File: config.mk
export PLATFORM = sky130hd
export DESIGN_NAME = park_gate_ctrl
export DESIGN_NICKNAME = d
export VERILOG_FILES = /design/src/rtl/park_gate_ctrl.sv
export SDC_FILE = /design/constraint.sdc
export NUM_CORES = 1
export LEC_CHECK = 0
export ABC_AREA = 1
export CAP_MARGIN = 10
export CORE_MARGIN = 8
export CORE_UTILIZATION = 47
export DETAILED_ROUTE_END_ITERATION = 8
export PLACE_DENSITY = 0.73
export SYNTH_ARGS = -nofsm -noshare
export SYNTH_HDL_FRONTEND = slang
export SYNTH_SLANG_ARGS = --single-unit
File: constraint.sdc
create_clock -name clk -period 2.2 [get_ports clk]
set_input_delay 0.44 -clock clk [delete_from_list [all_inputs] [get_ports clk]]
set_output_delay 0.44 -clock clk [all_outputs]
set_load 0.01 [all_outputs]
File: src/rtl/park_gate_ctrl.sv
// Parking lot entry/exit barrier controller with saturating occupancy count.
// Optional statistics counters are enabled by defining PARK_GATE_STATS_EN.
module park_gate_ctrl #(
  parameter int CAPACITY     = 12,
  parameter int CNT_W        = 4,
  parameter int GATE_TIMEOUT = 16
) (
  input  logic             clk,
  input  logic             rst,
  input  logic             entry_req,
  input  logic             entry_pass,
  input  logic             exit_req,
  input  logic             exit_pass,
`ifdef PARK_GATE_STATS_EN
  output logic [15:0]      total_entries,
  output logic [15:0]      total_denied,
`endif
  output logic [CNT_W-1:0] count,
  output logic             entry_open,
  output logic             exit_open,
  output logic             entry_denied,
  output logic             gate_timeout,
  output logic             exit_err
);

  localparam int TW = (GATE_TIMEOUT > 2) ? $clog2(GATE_TIMEOUT) : 1;
  localparam logic [TW-1:0] LAST = TW'(GATE_TIMEOUT - 1);
  localparam logic [CNT_W-1:0] CAP = CNT_W'(CAPACITY);

  typedef enum logic [1:0] {IDLE, OPEN, CLOSE} gate_t;

  gate_t en_state, en_next;
  gate_t ex_state, ex_next;
  logic [TW-1:0] en_timer, ex_timer;
  logic en_req_q, en_pass_q, ex_req_q, ex_pass_q;

  logic en_req_rise, en_pass_rise, ex_req_rise, ex_pass_rise;
  logic en_pass_ev, ex_pass_ev, en_to, ex_to, en_deny;

  assign en_req_rise  = entry_req & ~en_req_q;
  assign en_pass_rise = entry_pass & ~en_pass_q;
  assign ex_req_rise  = exit_req & ~ex_req_q;
  assign ex_pass_rise = exit_pass & ~ex_pass_q;

  assign en_pass_ev = (en_state == OPEN) & en_pass_rise;
  assign ex_pass_ev = (ex_state == OPEN) & ex_pass_rise;
  assign en_to = (en_state == OPEN) & ~en_pass_rise & (en_timer == LAST);
  assign ex_to = (ex_state == OPEN) & ~ex_pass_rise & (ex_timer == LAST);
  assign en_deny = (en_state == IDLE) & en_req_rise & (count >= CAP);

  // Sensor history for rise detection
  always_ff @(posedge clk) begin
    if (rst) begin
      en_req_q  <= 1'b0;
      en_pass_q <= 1'b0;
      ex_req_q  <= 1'b0;
      ex_pass_q <= 1'b0;
    end else begin
      en_req_q  <= entry_req;
      en_pass_q <= entry_pass;
      ex_req_q  <= exit_req;
      ex_pass_q <= exit_pass;
    end
  end

  // State registers and open-time timers; timer restarts on each OPEN entry
  always_ff @(posedge clk) begin
    if (rst) begin
      en_state <= IDLE;
      ex_state <= IDLE;
      en_timer <= '0;
      ex_timer <= '0;
    end else begin
      en_state <= en_next;
      ex_state <= ex_next;
      if (en_next == OPEN && en_state != OPEN) en_timer <= '0;
      else if (en_state == OPEN)               en_timer <= en_timer + 1'b1;
      if (ex_next == OPEN && ex_state != OPEN) ex_timer <= '0;
      else if (ex_state == OPEN)               ex_timer <= ex_timer + 1'b1;
    end
  end

  // Next-state logic for both barriers; pass beats timeout on the same edge
  always_comb begin
    en_next = en_state;
    unique case (en_state)
      IDLE:    if (en_req_rise && count < CAP) en_next = OPEN;
      OPEN:    if (en_pass_rise)      en_next = CLOSE;
               else if (en_to)        en_next = IDLE;
      CLOSE:   en_next = IDLE;
      default: en_next = IDLE;
    endcase
    ex_next = ex_state;
    unique case (ex_state)
      IDLE:    if (ex_req_rise)  ex_next = OPEN;
      OPEN:    if (ex_pass_rise) ex_next = CLOSE;
               else if (ex_to)   ex_next = IDLE;
      CLOSE:   ex_next = IDLE;
      default: ex_next = IDLE;
    endcase
  end

  // Barrier outputs decoded from the state registers
  always_comb begin
    entry_open = (en_state == OPEN);
    exit_open  = (ex_state == OPEN);
  end

  // Occupancy counter and event pulses
  always_ff @(posedge clk) begin
    if (rst) begin
      count        <= '0;
      entry_denied <= 1'b0;
      gate_timeout <= 1'b0;
      exit_err     <= 1'b0;
    end else begin
      entry_denied <= en_deny;
      gate_timeout <= en_to | ex_to;
      exit_err     <= 1'b0;
      if (en_pass_ev && !ex_pass_ev) begin
        if (count < CAP) count <= count + 1'b1;
      end else if (ex_pass_ev && !en_pass_ev) begin
        if (count != '0) count <= count - 1'b1;
        else             exit_err <= 1'b1;
      end
    end
  end

`ifdef PARK_GATE_STATS_EN
  // Wrapping statistics counters
  always_ff @(posedge clk) begin
    if (rst) begin
      total_entries <= '0;
      total_denied  <= '0;
    end else begin
      if (en_pass_ev) total_entries <= total_entries + 16'd1;
      if (en_deny)    total_denied  <= total_denied + 16'd1;
    end
  end
`endif

endmodule

==> metrics, run 1 <==
run status=complete, no violations; sequential power share=56.3%; Synth Flop Type=dfxtp_1; DRC=0; FFs w/ async S/R, synth=0%; chip height=64.60 µm; Yosys cell types=25; Post-Syn Area=1110 µm²; CTS tree=yes; die area=4173 µm²; CP Capture Type=flop; cts bufs inserted=3; Yosys Warn Count=0; M1 WL=946 µm; CTS root buffer=clkbuf_4; Peak Freq=471.7 MHz; All-Layer GR Usage=11.26%; detailed-route via count=946; Worst Path Required=2.47 ns; setup ws final=0.07996 ns; Final GP Congestion=0.7711; Routed WL=2.177 mm; Worst Tran Pin Value=0.2753 ns; CP arrival=2.39 ns; Int Pwr=0.5691 mW; Slew Viols, Final=0; fin util=64.43%; Starting DRT DRC Count=20; Layout area overhead=29.65%; Setup TNS=0 ns; r2r startpoint=en_pass_q; final setup violation count=0; total chip power=0.7843 mW; input/output buffers=14; first-pass GRT wire length=3.836 mm; GRT overflow=0; pwr dens=545.1 nW/µm²; clk sinks=23; met2 wire len=1.106 mm; reg2reg end=count[3]; row cnt=17; FF-to-FF setup slack=0.38 ns; Combinational Power Share=18.3%; Final min period=2.120 ns; Via density=4.754; period utilization=96.37%; sw power=0.2152 mW; Cells after DPL=194; Wirelength per Cell=10.94 µm; Final Hold Vio Count=0; layout cell share with drive strength beyond 1=21.05%; synthesized instance count=142; Final #Nets=185; non-filler cells in the finished layout=199; hold crit path type=reg2reg; CTS max path bufs=2; Max-Cap Viols=0; Met3 Wirelength=110 µm; WS Path Type=in2reg; P_leak=0.6233 nW; Starting Density=49.69%; initial antenna violation count=0; Rel. slew slack=81.62%; R2R cell count=13; H-tree depth=1; antenna-violating nets left=0; Top Layer Used=met4; synthesized flop and latch total=23; DP HPWL=1.682 mm; CP max FO=4; peak supply drop=0.4149 mV; WHS Endpoint=entry_denied; hold depth=3; IO Pins=15; number of enable flip-flop cells after synthesis=0; Clock Latency Late Sink=0.32 ns; drt pass-1 iters=4; critical path launch point type=input pin; die outline width=64.60 µm; sequential fraction of the synthesis area=41.49%; vias in the first global route=920; core region area=2233 µm²; Hold Startpoint=en_req_q; sw frac=27.44%; clk_skew=0.01231 ns; Post-CTS Hold Fix Bufs=0; mean area per synthesized cell=7.816 µm²; clock share of power=25.4%; Mapped Nets=155; Setup WS pre-CTS=-0.4403 ns; Worst-path clk slew=0.14 ns; pin count of the biggest net entering global routing=15; ant diodes=0
-- registers in the layout, indices dropped and copies added, names as in the netlist --
| register | flops |
|---|---|
| en_state | 2 |
| en_pass_q | 1 |
| ex_state | 2 |
| en_timer | 4 |
| entry_denied | 1 |
| en_req_q | 1 |
| count | 4 |
| gate_timeout | 1 |
| exit_err | 1 |
| ex_req_q | 1 |
| ex_timer | 4 |
| ex_pass_q | 1 |
-- stage by stage --
stage / hold slack (ns) / instance area, µm²
floorplan: 0.4679 / 1110
global placement: 0.4801 / 1364
detailed placement: 0.4897 / 1364
CTS: 0.5098 / 1409
global route: 0.5497 / 1439
finish: 0.5078 / 1439
-- worst max-delay path: stages --
cell	delay (ns)
clkdlybuf4s50_1	0.45
inv_1	0.05
or2_4	0.24
nor2_4	0.15
ha_4	0.15
inv_2	0.06
buf_4	0.14
ha_1	0.26
nand2_1	0.08
nand2_2	0.06
nand2_1	0.06
nand2_1	0.04
nand2_1	0.05
nand2_1	0.06
a21oi_2	0.11
-- what timing repair did --
action,4_1_cts,5_1_grt
pin swaps,1,1
endpoints found under the hold margin,0,0
setup buffers,1,0
gates resized for setup,3,5
endpoints found under the setup margin,1,2
-- layout by cell type, fill, tap and decap left out --
cell type	instances
xor2_1	5
ha_1	4
or2_4	2
inv_1	17
nor3_1	1
nor2_4	4
nand2_2	2
clkinvlp_4	1
o21ai_0	4
clkbuf_4	3
a21oi_2	1
inv_2	5
nor2_1	22
nor2_2	1
nand3b_1	1
clkdlybuf4s50_1	14
dfxtp_1	23
xnor2_1	1
nor3b_2	1
a21oi_1	5
nand4_1	3
buf_4	12
nand2_1	25
and3_1	1
or2_1	1
nand4_2	2
ha_4	2
nand3_1	7
fa_1	1
-- power by group through the flow --
stage | registers, mW | clock network [mW] | logic [mW]
5_1_grt | 0.444 | 0.232 | 0.161
3_5_place_dp | 0.450 | 0 | 0.136
3_3_place_gp | 0.450 | 0 | 0.132
2_1_floorplan | 0.450 | 0 | 0.0785
4_1_cts | 0.441 | 0.214 | 0.141
6_report | 0.441 | 0.200 | 0.143
-- logic make-up after synthesis --
kind of cell / after synthesis / share of synthesized area [%]
simple gates: 73 / 32.58
buf+inv: 23 / 7.778
flops: 23 / 41.49
compound gates: 10 / 4.848
fa+ha+maj: 7 / 8.568
xor+xnor: 6 / 4.735
-- cell type report --
cell class | instances | area (µm²)
clock buffer | 3 | 22.52
multi-input combinational | 96 | 600.6
clock inverter | 1 | 7.507
inverter | 22 | 82.58
tap | 28 | 35.03
fill | 202 | 794.5
timing repair buffer | 26 | 230.2
sequential | 23 | 460.4
-- worst max-delay path by stage --
stage,start,to
4_1_cts,entry_pass,count[3]
5_1_grt,entry_pass,count[3]
3_3_place_gp,exit_pass,count[3]
6_report,entry_pass,count[3]
3_5_place_dp,exit_pass,count[3]
2_1_floorplan,exit_pass,count[3]
-- metal layers --
layer	vias to the layer above	track usage, %
met5	-	0
met1	428	11.60
met2	14	20.25
met3	2	5.326
met4	0	2.452
li1	502	-
-- synthesized netlist by cell type (2+ instances only) --
library cell  number  area, µm²
nand3_1            7      35.03
nor2_4             3      33.78
nand4_2            2      25.02
nand4_1            3      18.77
or2_2              2      12.51
xor2_1             5      43.79
nor2_2             2      12.51
nand2_1           26      97.59
nor2_1            22      82.58
o21ai_0            4      20.02
inv_1             18      67.56
a21oi_1            5      25.02
ha_1               6      75.07
inv_2              4      15.01
dfxtp_1           23      460.4
(Power assumes the default switching activity.)
==> run 2, diff against run 1 <==
Settings changed: SLEW_MARGIN set to 20.
==> results of run 2 <==
Final layout, timing and power as in run 1 (identical DEF).
